===== src/rtl/jk_counter_pkg.sv =====
// jk_counter_pkg: default counter geometry and JK excitation encodings
package jk_counter_pkg;
   localparam int DEF_WIDTH   = 4;
   localparam int DEF_MODULUS = 10;
   typedef enum logic [1:0] {
      JK_HOLD = 2'b00,
      JK_RST  = 2'b01,
      JK_SET  = 2'b10,
      JK_TOG  = 2'b11
   } jk_op_e;
endpackage


===== src/rtl/jk_counter_using_dff_if.sv =====
// jk_counter_using_dff_if: control inputs and count outputs of the modulo counter
interface jk_counter_using_dff_if
   import jk_counter_pkg::*;
#(
   parameter int WIDTH = DEF_WIDTH
);
   logic             en;
   logic             up;
   logic             load;
   logic [WIDTH-1:0] load_val;
   logic [WIDTH-1:0] q;
   logic             tc;
   modport master (output en, up, load, load_val, input q, tc);
   modport slave  (input en, up, load, load_val, output q, tc);
endinterface


===== src/rtl/jkff_using_dff.sv =====
// jkff_using_dff: single-bit JK flip-flop built from a D flip-flop
module jkff_using_dff
   import jk_counter_pkg::*;
(
   input  logic clk,
   input  logic reset,
   input  logic j,
   input  logic k,
   output logic q
);
   jk_op_e op;
   logic   d;
   assign op = jk_op_e'({j, k});
   // characteristic equation D = J&~Q | ~K&Q, spelled out per excitation code
   always_comb begin
      d = (op == JK_HOLD) ? q :
          (op == JK_RST)  ? 1'b0 :
          (op == JK_SET)  ? 1'b1 : ~q;
   end
   // the D storage element, cleared synchronously
   always_ff @(posedge clk) begin
      q <= reset ? 1'b0 : d;
   end
endmodule


===== src/rtl/jk_counter_using_dff.sv =====
// jk_counter_using_dff: up/down modulo counter with load, stored in JK cells
module jk_counter_using_dff
   import jk_counter_pkg::*;
#(
   parameter int WIDTH   = DEF_WIDTH,
   parameter int MODULUS = DEF_MODULUS
)(
   input logic                   clk,
   input logic                   reset,
   jk_counter_using_dff_if.slave bus
);
   localparam logic [WIDTH-1:0] MAX     = WIDTH'(MODULUS - 1);
   localparam logic [WIDTH:0]   MOD_EXT = (WIDTH + 1)'(MODULUS);
   logic [WIDTH-1:0] q;
   logic [WIDTH-1:0] nxt;
   logic [WIDTH-1:0] j;
   logic [WIDTH-1:0] k;
   logic             at_max;
   logic             at_zero;
   logic             lv_ok;
   // desired next count, minimal JK excitation and terminal-count flag
   always_comb begin
      at_max  = (q == MAX);
      at_zero = (q == '0);
      lv_ok   = ({1'b0, bus.load_val} < MOD_EXT);
      nxt     = bus.load ? (lv_ok ? bus.load_val : MAX) :
                bus.en   ? (bus.up ? (at_max ? '0 : q + WIDTH'(1))
                                   : (at_zero ? MAX : q - WIDTH'(1))) : q;
      j       = ~q & nxt;
      k       = q & ~nxt;
      bus.tc  = ~reset & bus.en & ~bus.load & (bus.up ? at_max : at_zero);
   end
   for (genvar i = 0; i < WIDTH; i++) begin : g_bit
      jkff_using_dff u_ff (
         .clk   (clk),
         .reset (reset),
         .j     (j[i]),
         .k     (k[i]),
         .q     (q[i])
      );
   end
   assign bus.q = q;
endmodule


===== src/flat_wrapper.sv =====
// flat-port wrapper written by rule: the top's interface ports become plain ports
module jk_counter_using_dff_flat import jk_counter_pkg::*;
#(
   parameter int WIDTH   = DEF_WIDTH,
   parameter int MODULUS = DEF_MODULUS
)
  (clk, reset, bus_en, bus_up, bus_load, bus_load_val, bus_q, bus_tc);
  jk_counter_using_dff_if #(.WIDTH(WIDTH)) bus_i ();
  input logic clk;
  input logic reset;
  input wire logic [$bits(bus_i.en)-1:0] bus_en;
  input wire logic [$bits(bus_i.up)-1:0] bus_up;
  input wire logic [$bits(bus_i.load)-1:0] bus_load;
  input wire logic [$bits(bus_i.load_val)-1:0] bus_load_val;
  output wire logic [$bits(bus_i.q)-1:0] bus_q;
  output wire logic [$bits(bus_i.tc)-1:0] bus_tc;
  assign bus_i.en = bus_en;
  assign bus_i.up = bus_up;
  assign bus_i.load = bus_load;
  assign bus_i.load_val = bus_load_val;
  assign bus_q = bus_i.q;
  assign bus_tc = bus_i.tc;
  jk_counter_using_dff #(.WIDTH(WIDTH), .MODULUS(MODULUS)) u_core (.clk(clk), .reset(reset), .bus(bus_i));
endmodule

===== config.mk =====
export PLATFORM = sky130hd
export DESIGN_NAME = jk_counter_using_dff_flat
export DESIGN_NICKNAME = d
export VERILOG_FILES = /design/src/rtl/jk_counter_pkg.sv /design/src/rtl/jk_counter_using_dff_if.sv /design/src/rtl/jkff_using_dff.sv /design/src/rtl/jk_counter_using_dff.sv /design/src/flat_wrapper.sv
export SDC_FILE = /design/constraint.sdc
export NUM_CORES = 1
export LEC_CHECK = 0
export CAP_MARGIN = 20
export CORE_ASPECT_RATIO = 1.2
export CORE_MARGIN = 2
export CORE_UTILIZATION = 30
export CTS_CLUSTER_SIZE = 20
export DETAILED_ROUTE_END_ITERATION = 12
export PLACE_DENSITY_LB_ADDON = 0.25
export RECOVER_POWER = 50
export SLEW_MARGIN = 40
export SYNTH_ARGS = -nofsm -noshare
export SYNTH_HDL_FRONTEND = slang
export SYNTH_SLANG_ARGS = --single-unit

===== constraint.sdc =====
create_clock -name clk -period 5.85 [get_ports clk]
set_input_delay 0.8775 -clock clk [delete_from_list [all_inputs] [get_ports clk]]
set_output_delay 0.8775 -clock clk [all_outputs]
set_load 0.05 [all_outputs]

# == Word level (Yosys, flattened, before mapping) ==
# Cells that the tools add are included.
# totals
reg_bits,4
in_bits,9
wordCells,49
# classes
n_lt_le_gt_ge,1
n_reduce_logical,5
bitwise_logic,13
mux,15
n_eq_ne,9
n_addsub,2
# ops
cell,count
$mux 4,6
$mux 1,9
$and 4x4->4,2
$eq 2x1->1 const B,4
$eq 2x2->1 const B,4
$logic_not 2->1,4
$not 4->4,2
$not 1->1,6
$add 4x1->4 const B,1
$eq 4x4->1 const B,1
$logic_not 4->1,1
$lt 4x4->1 const B,1
$sub 4x1->4 const B,1
$and 1x1->1,3

# == Logic depth before layout (Yosys ltp) ==
# Gate-level depths: netlist of run 1.
# depth
ltp_word,10
depth_mapped,11
mapped_depth_nobuf,11

# == By module ==
# Synthesis of run 1 repeated with hierarchy kept, for this count alone.
# hier_totals
hier_cells,56
area_unflattened_um2,446.7
# by_module_without_submodules
mod,area_each_um2,n_inst,cells_per_inst
jk_counter_using_dff,321.6,1,44
jkff_using_dff,31.3,4,3

# == Worst setup path after synthesis of run 1 ==
# Ideal clock, no wire load.
# synth_path
kind,input to output
start,input port bus_up
end,output port bus_tc
path_slack_ps,2548
arrival_time_ps,2425
path_buffers,1
cell_stages,4
t_required_ps,4973
cell_sequence,buf_6 or3b_4 a21oi_2 nor4b_2
# synth_between
elab_chain_len,2
# synth_rtl
element,line,text
from (decl),flat_wrapper.sv:12,input wire logic [$bits(bus_i.up)-1:0] bus_up;
$mux 1,jk_counter_using_dff.sv:31,bus.tc = ~reset & bus.en & ~bus.load & (bus.up ? at_max : at_zero);
$and 1x1->1,jk_counter_using_dff.sv:31,
to (decl),flat_wrapper.sv:16,output wire logic [$bits(bus_i.tc)-1:0] bus_tc;
# No other way between the ends.

# == Worst setup path after layout of run 1 ==
# Same ends and word-level chain as after synthesis.

==> run_results.csv, run 1 <==
group,metric,value,unit
logic_synthesis,yosysTopAreaCell,"ha_1",
routing,route.detailed.drc,0,
job,max_cap_viol_count,0,
routing,vias,583,
logic_synthesis,avgSynthCellArea,7.739,µm²
sta,fin_crit_sh,67.30,%
clock_network,cts_resized,0,
global_route,grt_overflow,0,
placed_design,numPortBuffers,13,
sta,maxSlewHeadroom,66.58,%
logic_synthesis,synth-edff-count,0,
floorplanning,start_util,30.93,%
setup_path,critPathTopFamily,"buffers and inverters",
clock_network,htree_levels,1,
sta,finalSetupTns,0,ns
clock_network,clockBufferDepth,2,
routing,wirelength,1.275,mm
layout,final_cell_count_no_fill,110,
setup_path,start_kind,"input pin",
layout,largest_register,"u_core.g_bit.u_ff.q",
routing,route.detailed.wl_per_inst,11.59,µm
power,pwr_density_cell,444.5,nW/µm²
sta,final.min_clock_period,3.937,ns
clock_network,cts_tree,"built",
global_route,antenna_found_initial,0,
logic_synthesis,yosys-top-cells-area,"ha_1 22%, dfxtp_1 13%, inv_1 7.2%",
layout,num_antenna_cells,0,
routing,drtPass1Iterations,4,
setup_path,crit_chain,"clkdlybuf4s50_1 > or3b_4 > a21oi_2 > nor4b_2 > clkdlybuf4s50_1",
layout,top_regs,"u_core.g_bit.u_ff.q (4)",
clock_network,clock_latency,0.24,ns
power,p_leak,0.3251,nW
setup_path,critPathBufInv,2,
sta,holdWs,0.6240,ns
setup_path,worst-r2r-setup-slack,3.41,ns
placed_design,place.gp.congestion,0.6953,
status,status,"finished clean",
layout,layout.nets,112,
global_route,grt_pass1_vias,503,
logic_synthesis,synth-seq-cells,4,
layout,drive_gt1_share,8.889,%
logic_synthesis,syn_nets,101,
logic_synthesis,synthTopCellsByCount,"12 x inv_1, 11 x ha_1, 6 x a21oi_1, 6 x nor2_1, 5 x a211oi_1",
sta,setup_viol,0,
clock_network,clk_pin_slew,0.03,ns
layout,utilization,37.22,%
clock_network,cts_setup_buffers,0,
setup_path,required,4.97,ns
logic_synthesis,netlist_instances,81,
clock_network,cts_inserted_buffers,3,
floorplanning,dieArea,2473,µm²
global_route,grt_pass1_wl,1.987,mm
floorplanning,core,2027,µm²
sta,rsz0062_at_grt,"no",
routing,drtIter0Drc,2,
setup_path,cp.depth,5,
logic_synthesis,ys.flop_type,"dfxtp_1",
global_route,grt_max_degree,15,
sta,hold_viol,0,
setup_path,cp_common_cell,"clkdlybuf4s50_1",
setup_path,slowest_stage,"clkdlybuf4s50_1",
logic_synthesis,ys_warn_count,0,
logic_synthesis,yosysSeqAreaShare,12.77,%
power,peakVddDrop,0.0002617,V
setup_path,critPathMaxFanout,9,
clock_network,hold_buffers,0,
setup_path,crit_start,"bus_up",
power,total_power,0.3354,mW
setup_path,cpPeakStageDelay,0.84,ns
floorplanning,die_h,54.08,µm
logic_synthesis,syn-cell-area,626.9,µm²
worst_hold_path,min_path_type,"reg2reg",
setup_path,endpoint_kind,"output port",
logic_synthesis,synth.most_common_cell,"inv_1",
setup_path,r2r_end,"u_core.g_bit[2].u_ff.q$_SDFFE_PP0P_",
floorplanning,rows,18,
global_route,track_usage,10.96,%
floorplanning,fp.dieW,45.73,µm
clock_network,clkSinkCount,4,
sta,fmax,254.0,MHz
routing,vias_per_cell,5.300,
layout,largest_reg_flops,4,
setup_path,worstPathArrival,3.06,ns
setup_path,r2r-start,"u_core.g_bit[0].u_ff.q$_SDFFE_PP0P_",
sta,worst_clock_skew,0.002945,ns
logic_synthesis,ys_async_sr_fraction,0,%
layout,syn_to_final_growth,20.36,%
placed_design,dp.cells,107,
logic_synthesis,synth_top_cell_area_share,21.96,%
sta,worstMarginPinSlew,0.4997,ns
setup_path,reg2reg_depth,10,
setup_path,cp-endpoint,"bus_tc",
placed_design,dp_hpwl,1.018,mm
routing,detail-route-antenna-nets,0,
logic_synthesis,synthDistinctLibCells,33,
floorplanning,boundaryPins,14,
sta,finalMaxSlewViolations,0,
clock_network,cts_root_buf,"clkbuf_4",
setup_path,crit_type,"in2out",
## worst min-delay path, delay by kind of cell (launching register included)
family	cells	cell delay [ns]
flip-flops	1	0.38
AO/OA/AOI/OAI	1	0.16
AND/OR/NAND/NOR	1	0.04
## power by group
group          switching (mW)  internal (mW)  total, mW
combinational           0.128         0.0989      0.227
sequential             0.0337         0.0401     0.0737
clock                  0.0116         0.0230     0.0346
## per-layer routing
layer	track usage [%]	part of all wire, %	vias to the layer above
met4	7.143	1.6	0
li1	-	-	311
met1	13.89	50	259
met5	0	0	-
met2	17.14	44	11
met3	1.342	3.8	2
## kinds of logic (layout without fill, tap and decap cells)
group,Yosys count,count (layout),share of synthesized area (%)
compound gates,31,31,34.53
xor+xnor,1,1,1.397
fa+ha+maj,11,11,21.96
buf+inv,19,28,15.17
flops,4,4,12.77
simple gates,15,15,14.17
## cell type report
| cell class | count | area (µm²) |
|---|---|---|
| clock buffer | 3 | 22.52 |
| fill | 220 | 1272 |
| inverter | 12 | 45.04 |
| multi-input combinational | 58 | 451.7 |
| sequential | 4 | 80.08 |
| tap | 20 | 25.02 |
| timing repair buffer | 13 | 130.1 |
## worst min-delay path by stage
stage                     cells after the start  slack (ns)                                   to                                 from
after CTS                                     2        0.64  u_core.g_bit[1].u_ff.q$_SDFFE_PP0P_  u_core.g_bit[1].u_ff.q$_SDFFE_PP0P_
final                                         2        0.62  u_core.g_bit[1].u_ff.q$_SDFFE_PP0P_  u_core.g_bit[1].u_ff.q$_SDFFE_PP0P_
after floorplan                               2        0.57  u_core.g_bit[1].u_ff.q$_SDFFE_PP0P_  u_core.g_bit[1].u_ff.q$_SDFFE_PP0P_
after global placement                        2        0.64  u_core.g_bit[1].u_ff.q$_SDFFE_PP0P_  u_core.g_bit[1].u_ff.q$_SDFFE_PP0P_
after global routing                          2        0.70  u_core.g_bit[0].u_ff.q$_SDFFE_PP0P_  u_core.g_bit[0].u_ff.q$_SDFFE_PP0P_
after detailed placement                      2        0.64  u_core.g_bit[1].u_ff.q$_SDFFE_PP0P_  u_core.g_bit[1].u_ff.q$_SDFFE_PP0P_
## per-stage QoR
| stage | worst slack [ns] | instance area [µm²] |
|---|---|---|
| final | 1.913 | 754.5 |
| after global routing | 1.833 | 754.5 |
| after CTS | 1.898 | 754.5 |
| after detailed placement | 1.912 | 732.0 |
| after global placement | 1.926 | 732.0 |
| after floorplan | 2.548 | 626.9 |
## cells in the final DEF (no fill, tap or decap), drive strengths merged, types with 4 or more instances in the layout
cell           count
a211oi             5
a21oi              7
clkdlybuf4s50      9
dfxtp              4
dlygate4sd3        4
ha                11
inv               12
nor2               6
o21ai              6
Power figures use the tool's default switching activity.
==> inputs of run 2 (changes only) <==
- clock period: 5.85 -> 3.55 ns (I/O delays scaled with it)
==> run 2 against run 1 <==
Sequential power grew 64%. Clock power grew 58%. Cell count is the same. Largest cell class unchanged. Routed wire length grew 1.7%. Clock skew shrank 0.0011 ns. Highest routed layer unchanged. Hold slack gained 0.0095 ns. Non-clock buffer count is the same. Core utilization shrank 0.12 points.
==> run_results.csv, run 2 (synthesis results as in run 1) <==
group,metric,value,unit
global_route,track_usage,12.57,%
setup_path,r2r-start,"u_core.g_bit[0].u_ff.q$_SDFFE_PP0P_",
worst_hold_path,holdPathEnd,"u_core.g_bit[1].u_ff.q$_SDFFE_PP0P_",
layout,layout_commonest_cell,"inv_1",
global_route,grt_busiest_layer,"met2",
sta,rsz0062_at_grt,"no",
worst_hold_path,min_path_type,"reg2reg",
placed_design,dp_hpwl,1.052,mm
setup_path,reg2reg_depth,10,
routing,vias_per_cell,5.364,
layout,drive_gt1_share,10.00,%
layout,syn_to_final_growth,19.96,%
setup_path,critPathMaxFanout,9,
sta,setup_slack,0.8642,ns
sta,finalMaxSlewViolations,0,
job,max_cap_viol_count,0,
layout,layout.nets,112,
sta,fin_crit_sh,75.66,%
placed_design,placed_area,729.5,µm²
power,total_power,0.5555,mW
setup_path,start_kind,"input pin",
floorplanning,boundaryPins,14,
placed_design,place.gp.congestion,0.6916,
sta,worstMarginPinSlew,0.4963,ns
clock_network,clockBufferDepth,2,
clock_network,cts_setup_buffers,0,
status,status,"finished clean",
global_route,antenna_found_initial,0,
floorplanning,fp.dieW,45.73,µm
routing,drtIter0Drc,5,
clock_network,clk_pin_slew,0.04,ns
routing,vias,590,
sta,maxSlewHeadroom,66.80,%
layout,largest_register,"u_core.g_bit.u_ff.q",
sta,finalSetupTns,0,ns
global_route,use_met2,20.19,%
global_route,met1_usage,14.43,%
clock_network,cts_inserted_buffers,3,
global_route,grt_overflow,0,
routing,detail-route-antenna-nets,0,
worst_hold_path,min_path_cells,2,
global_route,use_met3,3.356,%
global_route,grt_pass1_wl,2.263,mm
layout,largest_reg_flops,4,
floorplanning,core,2027,µm²
routing,route.detailed.wl_per_inst,11.79,µm
sta,holdWs,0.6335,ns
global_route,grt_max_degree,15,
clock_network,clkSinkCount,4,
placed_design,numPortBuffers,13,
routing,drtPass1Iterations,4,
sta,setup_viol,0,
clock_network,hold_buffers,0,
clock_network,htree_levels,1,
floorplanning,start_util,30.93,%
layout,final_cell_mix,"12 x inv_1, 11 x ha_1, 8 x clkdlybuf4s50_1, 6 x nor2_1, 6 x a21oi_1",
floorplanning,rows,18,
clock_network,clock_latency,0.23,ns
routing,route.detailed.drc,0,
setup_path,worst-r2r-setup-slack,1.11,ns
clock_network,cts_root_buf,"clkbuf_4",
power,peakVddDrop,0.0004438,V
floorplanning,dieArea,2473,µm²
sta,hold_viol,0,
routing,wirelength,1.297,mm
layout,num_antenna_cells,0,
setup_path,endpoint_kind,"output port",
sta,worst_clock_skew,0.001807,ns
global_route,grt_pass1_vias,554,
setup_path,r2r_end,"u_core.g_bit[2].u_ff.q$_SDFFE_PP0P_",
setup_path,worstPathArrival,2.15,ns
placed_design,pre_cts_ws,0.8445,ns
clock_network,cts_resized,0,
sta,final.min_clock_period,2.686,ns
floorplanning,die_h,54.08,µm
sta,fmax,372.3,MHz
power,pwr_density_cell,738.7,nW/µm²
layout,top_regs,"u_core.g_bit.u_ff.q (4)",
worst_hold_path,worstHoldStart,"u_core.g_bit[1].u_ff.q$_SDFFE_PP0P_",
power,p_leak,0.3271,nW
setup_path,required,3.02,ns
layout,final_area,752.0,µm²
clock_network,cts_tree,"built",
setup_path,crit_type,"in2out",
[run 2: cell type report]
cell class / instances / area [µm²]
repair buffers: 13 / 127.6
clock buffers: 3 / 22.52
well taps: 20 / 25.02
fillers: 223 / 1275
flip-flops and latches: 4 / 80.08
inverters: 12 / 45.04
multi-input cells: 58 / 451.7
[run 2: how the worst max path moves through the flow]
stage	start	end	slack, ns	cells past startpoint
after detailed placement	bus_up	u_core.g_bit[2].u_ff.q$_SDFFE_PP0P_	0.84	9
after global placement	bus_up	bus_tc	0.86	5
final	bus_up	bus_tc	0.86	5
after CTS	bus_up	bus_tc	0.84	5
after floorplan	u_core.g_bit[1].u_ff.q$_SDFFE_PP0P_	bus_tc	0.94	5
after global routing	bus_up	bus_tc	0.75	5
[run 2: critical path, cell delays in order]
cell and delay [ns]:
clkdlybuf4s50_1 0.55, or3b_4 0.44, a21oi_2 0.15, nor4b_2 0.23
buf_4 0.24
[run 2: where the power goes]
group	switching, mW	internal (mW)	total [mW]
registers	0.0547	0.0660	0.121
clock network	0.0171	0.0377	0.0548
logic	0.218	0.162	0.380
[run 2: metal layers]
layer,wire (µm),vias to the layer above,share of wire [%]
li1,-,313,-
met1,592,262,46
met2,627,13,48
met3,69,2,5.3
met4,8,0,0.62
met5,0,-,0
[run 2: metrics by stage]
step	util, %	std cells
2_1_floorplan	-	81
3_3_place_gp	35.99	107
3_5_place_dp	35.99	107
4_1_cts	37.10	110
5_1_grt	37.10	110
6_report	37.10	110
==> inputs of run 3 (changes only) <==
- clock period: 3.55 -> 2.3 ns (I/O delays scaled with it)
==> run 3 against run 2 <==
Non-clock buffer count increased by 13. Clock power rose by 71%. Power increased by 79%. Critical endpoint unchanged. Largest power group unchanged.
==> run_results.csv, run 3 (synthesis results as in run 1) <==
group,metric,value,unit
status,status,"finished clean",
layout,largest_reg_flops,4,
power,pwr_density_cell,1100,nW/µm²
floorplanning,fp.dieW,45.73,µm
layout,drive_gt1_share,25.24,%
clock_network,cts_root_buf,"clkbuf_4",
layout,num_antenna_cells,0,
sta,worstMarginPinSlew,0.5098,ns
global_route,grt_pass1_vias,560,
placed_design,place.gp.congestion,0.7601,
placed_design,dp_hpwl,1.195,mm
global_route,track_usage,15.10,%
setup_path,worst-r2r-setup-slack,0.22,ns
sta,fmax,457.3,MHz
worst_hold_path,holdPathEnd,"u_core.g_bit[3].u_ff.q$_SDFFE_PP0P_",
layout,syn_to_final_growth,43.91,%
clock_network,clock_latency,0.25,ns
worst_hold_path,worstHoldStart,"u_core.g_bit[3].u_ff.q$_SDFFE_PP0P_",
layout,final_area,902.1,µm²
setup_path,start_kind,"flop",
sta,hold_viol,0,
routing,vias,638,
routing,highest_layer,"met4",
sta,setup_viol,0,
layout,top_regs,"u_core.g_bit.u_ff.q (4)",
global_route,antenna_found_initial,0,
clock_network,clockBufferDepth,2,
setup_path,crit_type,"reg2out",
power,peakVddDrop,0.0004274,V
routing,wirelength,1.480,mm
layout,layout_commonest_cell,"buf_4",
sta,worst_clock_skew,0.01206,ns
setup_path,reg2reg_depth,9,
clock_network,htree_levels,1,
routing,drtIter0Drc,10,
setup_path,crit_start,"u_core.g_bit[1].u_ff.q$_SDFFE_PP0P_",
global_route,grt_pass1_wl,2.580,mm
power,p_leak,0.3999,nW
routing,route.detailed.drc,0,
placed_design,placed_area,840.8,µm²
layout,fill_cells,214,
floorplanning,boundaryPins,14,
clock_network,cts_tree,"built",
setup_path,critPathMaxFanout,4,
routing,detail-route-antenna-nets,0,
sta,maxSlewHeadroom,65.96,%
setup_path,endpoint_kind,"output port",
worst_hold_path,min_path_cells,2,
layout,layout.nets,125,
worst_hold_path,min_path_type,"reg2reg",
job,max_cap_viol_count,0,
routing,route.detailed.wl_per_inst,12.03,µm
routing,wl_met3,31,µm
clock_network,clkSinkCount,4,
placed_design,numPortBuffers,13,
power,total_power,0.9921,mW
routing,vias_per_cell,5.187,
layout,final_cell_mix,"11 x buf_4, 10 x inv_1, 10 x ha_1, 8 x clkdlybuf4s50_1",
clock_network,clk_pin_slew,0.05,ns
sta,fin_crit_sh,95.07,%
sta,final.min_clock_period,2.187,ns
setup_path,r2r-start,"u_core.g_bit[1].u_ff.q$_SDFFE_PP0P_",
floorplanning,die_h,54.08,µm
setup_path,r2r_end,"u_core.g_bit[2].u_ff.q$_SDFFE_PP0P_",
sta,finalMaxSlewViolations,0,
routing,wl_met1,704,µm
sta,rsz0062_at_grt,"no",
routing,drtPass1Iterations,4,
floorplanning,start_util,30.93,%
layout,largest_register,"u_core.g_bit.u_ff.q",
setup_path,worstPathArrival,1.84,ns
floorplanning,dieArea,2473,µm²
global_route,grt_overflow,0,
routing,wl_met2,698,µm
clock_network,cts_inserted_buffers,3,
floorplanning,rows,18,
floorplanning,core,2027,µm²
setup_path,required,1.96,ns
global_route,grt_max_degree,14,
==> run 3: layout make-up <==
cell class | count | area [µm²] | share of cell area (%)
clock buffers | 3 | 22.52 | 2.497
inverters | 12 | 45.04 | 4.993
multi-input cells | 58 | 485.5 | 53.81
flip-flops and latches | 4 | 80.08 | 8.877
well taps | 20 | 25.02 | 2.774
repair buffers | 26 | 244.0 | 27.05
==> run 3: timing repair <==
action | CTS | global route
setup endpoints to repair | 1 | 3
gates resized for setup | 2 | 7
endpoints found under the hold margin | 0 | 0
pin swaps | 0 | 1
hold buffers | 0 | 0
buffers inserted | 0 | 1
==> run 3: worst max-delay path, cell delays in order, from the launching register on <==
cell and delay [ns]:
dfxtp_1 0.31, inv_2 0.10, ha_4 0.14, or3b_4 0.39, a21oi_4 0.13, buf_4 0.12
nor4b_4 0.23, buf_12 0.18
==> run 3: report_power, final <==
group          total [mW]  internal, mW  switching (mW)
registers           0.160         0.102          0.0578
clock network      0.0939        0.0588          0.0351
logic               0.739         0.349           0.389
total               0.992         0.510           0.482
==> run 3: worst max path at each step <==
stage                                           to  cells after the start
6_report                                    bus_tc                      7
5_1_grt                                     bus_tc                      7
4_1_cts                                     bus_tc                      7
3_5_place_dp   u_core.g_bit[1].u_ff.q$_SDFFE_PP0P_                      9
3_3_place_gp   u_core.g_bit[1].u_ff.q$_SDFFE_PP0P_                      9
2_1_floorplan                               bus_tc                      5
==> run 3: metal layers <==
| metal | track usage, % | up-vias |
|---|---|---|
| met2 | 23.24 | 12 |
| met1 | 19.28 | 284 |
| met4 | 10.00 | 0 |
| li1 | - | 338 |
| met5 | 0 | - |
| met3 | 2.013 | 4 |
==> run 3: stage by stage <==
step           setup WS, ns  TNS (ns)  hold WS (ns)  util (%)  instances
2_1_floorplan        0.1798         0        0.4174         -         81
3_3_place_gp       -0.08851   -0.1504        0.6242     41.48        119
3_5_place_dp       -0.08898   -0.2138        0.6415     41.48        119
4_1_cts             0.02391         0        0.6521     42.53        122
5_1_grt            0.005315         0        0.7132     44.51        123
6_report             0.1134         0        0.6546     44.51        123
==> patch (config.mk and constraints of run 2) <==
`DEF_WIDTH`: 4 -> 3.
--- a/src/rtl/jk_counter_pkg.sv
+++ b/src/rtl/jk_counter_pkg.sv
@@ -1,6 +1,6 @@
 // jk_counter_pkg: default counter geometry and JK excitation encodings
 package jk_counter_pkg;
-   localparam int DEF_WIDTH   = 4;
+   localparam int DEF_WIDTH   = 3;
    localparam int DEF_MODULUS = 10;
    typedef enum logic [1:0] {
       JK_HOLD = 2'b00,
Ports: changed (resized bus_load_val and bus_q); port bits go from 14 to 12. No check against the original RTL was run, so the function may have changed too.
==> patch against run 2 <==
Combinational power is 39% lower. Setup slack worse by 0.20 ns. Area after synthesis is 27% lower. Cell count is 22% lower. Wire length is 31% lower. Highest routed layer unchanged. Largest power group unchanged. Sequential cell count is 1 lower. Final area is 25% lower. Sequential share of layout area is 0.053 points lower. Register-to-register slack better by 0.39 ns. Synthesized cell count is 26% lower. Power is 32% lower. Core utilization is 2.6 points higher. Count of clock-buffer cells in the layout is 1 higher.
==> patch: results (changes against run 2) <==
COMBINATIONALPOWER_W=0.000231  # -39%
MAX-VDD-IR-DROP_V=0.000365  # -18%
DR.FIRST_ITER.DRC_COUNT=10  # +5
RUN_STATUS='finished clean'
TOP_ROUTING_LAYER_IN_USE='met4'
GRT.MET2_USAGE_PCT=19.0  # -1.2 points
CTS.REPAIR.RESIZED=0  # unchanged
SYNTH_COMPOUND_AREA_SHARE_PCT=28.0  # -6.5 points
DP_SLACK_NS=0.669  # -0.175 ns
NUMPORTBUFFERS=11  # -2
LEAKAGE_nW=0.267  # -18%
MAXSLEWHEADROOM_PCT=66.7  # -0.11 points
DETAIL_ROUTE.WL_PER_CELL_UM=10.4  # -12%
CLOCKBUFFERDEPTH=2  # unchanged
MAXIMUM_NUMBER_OF_PINS_ON_ONE_NET_BEFORE_GLOBAL_ROUTE_REPAIR=12  # -3
SYN-NUM-NETS=76  # -25%
GROUTE.LAYER.MET1.USAGE_PCT=15.7  # +1.3 points
LAYOUT-DRIVE-GT1-SHARE_PCT=7.25  # -2.8 points
GRT_FIRST_PASS_WIRELENGTH_UM=1570  # -31%
SYNTH-ADDER-AREA-SHARE_PCT=22.0  # about the same
SW_FRAC_OF_TOTAL_PCT=49.9  # -2.3 points
CLOCK-SKEW-FINAL_NS=0.00358  # +0.00177 ns
PLACEDCELLCOUNT=82  # -23%
POWER_OF_THE_CLOCK_NETWORK_W=0.0000596  # +8.8%
COMMONEST_CELLS_IN_THE_SYNTHESIZED_NETLIST='sky130_fd_sc_hd__ha_1 (8), sky130_fd_sc_hd__nand2_1 (8), sky130_fd_sc_hd__inv_1 (7), sky130_fd_sc_hd__buf_4 (4), sky130_fd_sc_hd__nor2_1 (4)'
ROUTED-VIA-COUNT=415  # -30%
GRT.TOTAL_USAGE_PCT=12.6  # +0.078 points
YOSYS.AREA_SHARE.XOR_XNOR_PCT=1.92  # +0.53 points
SYN_AREA_PER_CELL_SQ_UM=7.59  # -1.9%
WORSTPATHMAXFANOUT=5  # -4
REG_TOP3='u_core.g_bit.u_ff.q (3)'
USE_MET3_PCT=2.90  # -0.46 points
WIRE_LENGTH_ON_MET1_UM=470  # -21%
PLACED_AREA_SQ_UM=541  # -26%
CRIT_ARRIVAL_NS=2.35  # +0.20 ns
WL_MET2_UM=369  # -41%
SEQ-POWER_W=0.0000860  # -29%
CRITICAL-PATH-MAX-STAGE-DELAY_NS=0.79  # +0.24 ns
DETAILROUTE.WIRELENGTH.MET3_UM=35  # -49%
FINALWEIGHTEDCONGESTION=0.688  # -0.53%
SYNTH.AREA.TOP_CELLS='sky130_fd_sc_hd__ha_1 (22%), sky130_fd_sc_hd__dfxtp_1 (13%), sky130_fd_sc_hd__buf_4 (6.6%), sky130_fd_sc_hd__nand2_1 (6.6%), sky130_fd_sc_hd__inv_1 (5.8%)'
FIRST_GLOBAL_VIAS=393  # -29%
FINAL-INSTANCE-COUNT-EXCL-FILL=86  # -22%
YS_SEQ_AREA_SHARE_PCT=13.2  # +0.41 points
DP_HPWL_UM=656  # -38%
SYNTHDISTINCTLIBCELLS=24  # -27%
==> patch: cell types whose count changed after synthesis, moves of 2 or more <==
cell,before,now
sky130_fd_sc_hd__a211o_1,0,2
sky130_fd_sc_hd__a211oi_1,5,0
sky130_fd_sc_hd__a21oi_1,6,3
sky130_fd_sc_hd__and3_1,0,2
sky130_fd_sc_hd__ha_1,11,8
sky130_fd_sc_hd__inv_1,12,7
sky130_fd_sc_hd__nand2_1,1,8
sky130_fd_sc_hd__nand2b_1,0,2
sky130_fd_sc_hd__nor2_1,6,4
sky130_fd_sc_hd__nor3_1,2,0
sky130_fd_sc_hd__o21ai_0,4,1
==> patch: logic make-up after synthesis <==
family / count (synthesis)
and+or+nand+nor: 18
xor gates and xnor gates: 1
adders and majority gates: 8
buffers and inverters: 13
AOI/OAI and AO/OA: 17
DFF: 3
==> patch: path summary, 6_finish.rpt <==
kind | from | to | slack, ns | cells past startpoint
max reg2reg | u_core.g_bit[0].u_ff.q$_SDFFE_PP0P_ | u_core.g_bit[2].u_ff.q$_SDFFE_PP0P_ | 1.50 | 9
max | bus_up | bus_tc | 0.66 | 5
min | u_core.g_bit[2].u_ff.q$_SDFFE_PP0P_ | u_core.g_bit[2].u_ff.q$_SDFFE_PP0P_ | 0.59 | 2
min reg2reg | u_core.g_bit[2].u_ff.q$_SDFFE_PP0P_ | u_core.g_bit[2].u_ff.q$_SDFFE_PP0P_ | 0.59 | 2
==> patch: cell type report <==
cell class	count	area [sq um]
inverter	7	26.3
sequential	3	60.1
tap	17	21.3
clock buffer	4	26.3
fill	168	860
multi-input combinational	44	323
timing repair buffer	11	110
==> patch: worst max-delay path, delay by kind of cell <==
kind                   cells  cell delay, ns
AOI/OAI and AO/OA          1            0.21
and+or+nand+nor            2            0.26
buffers and inverters      2            1.34
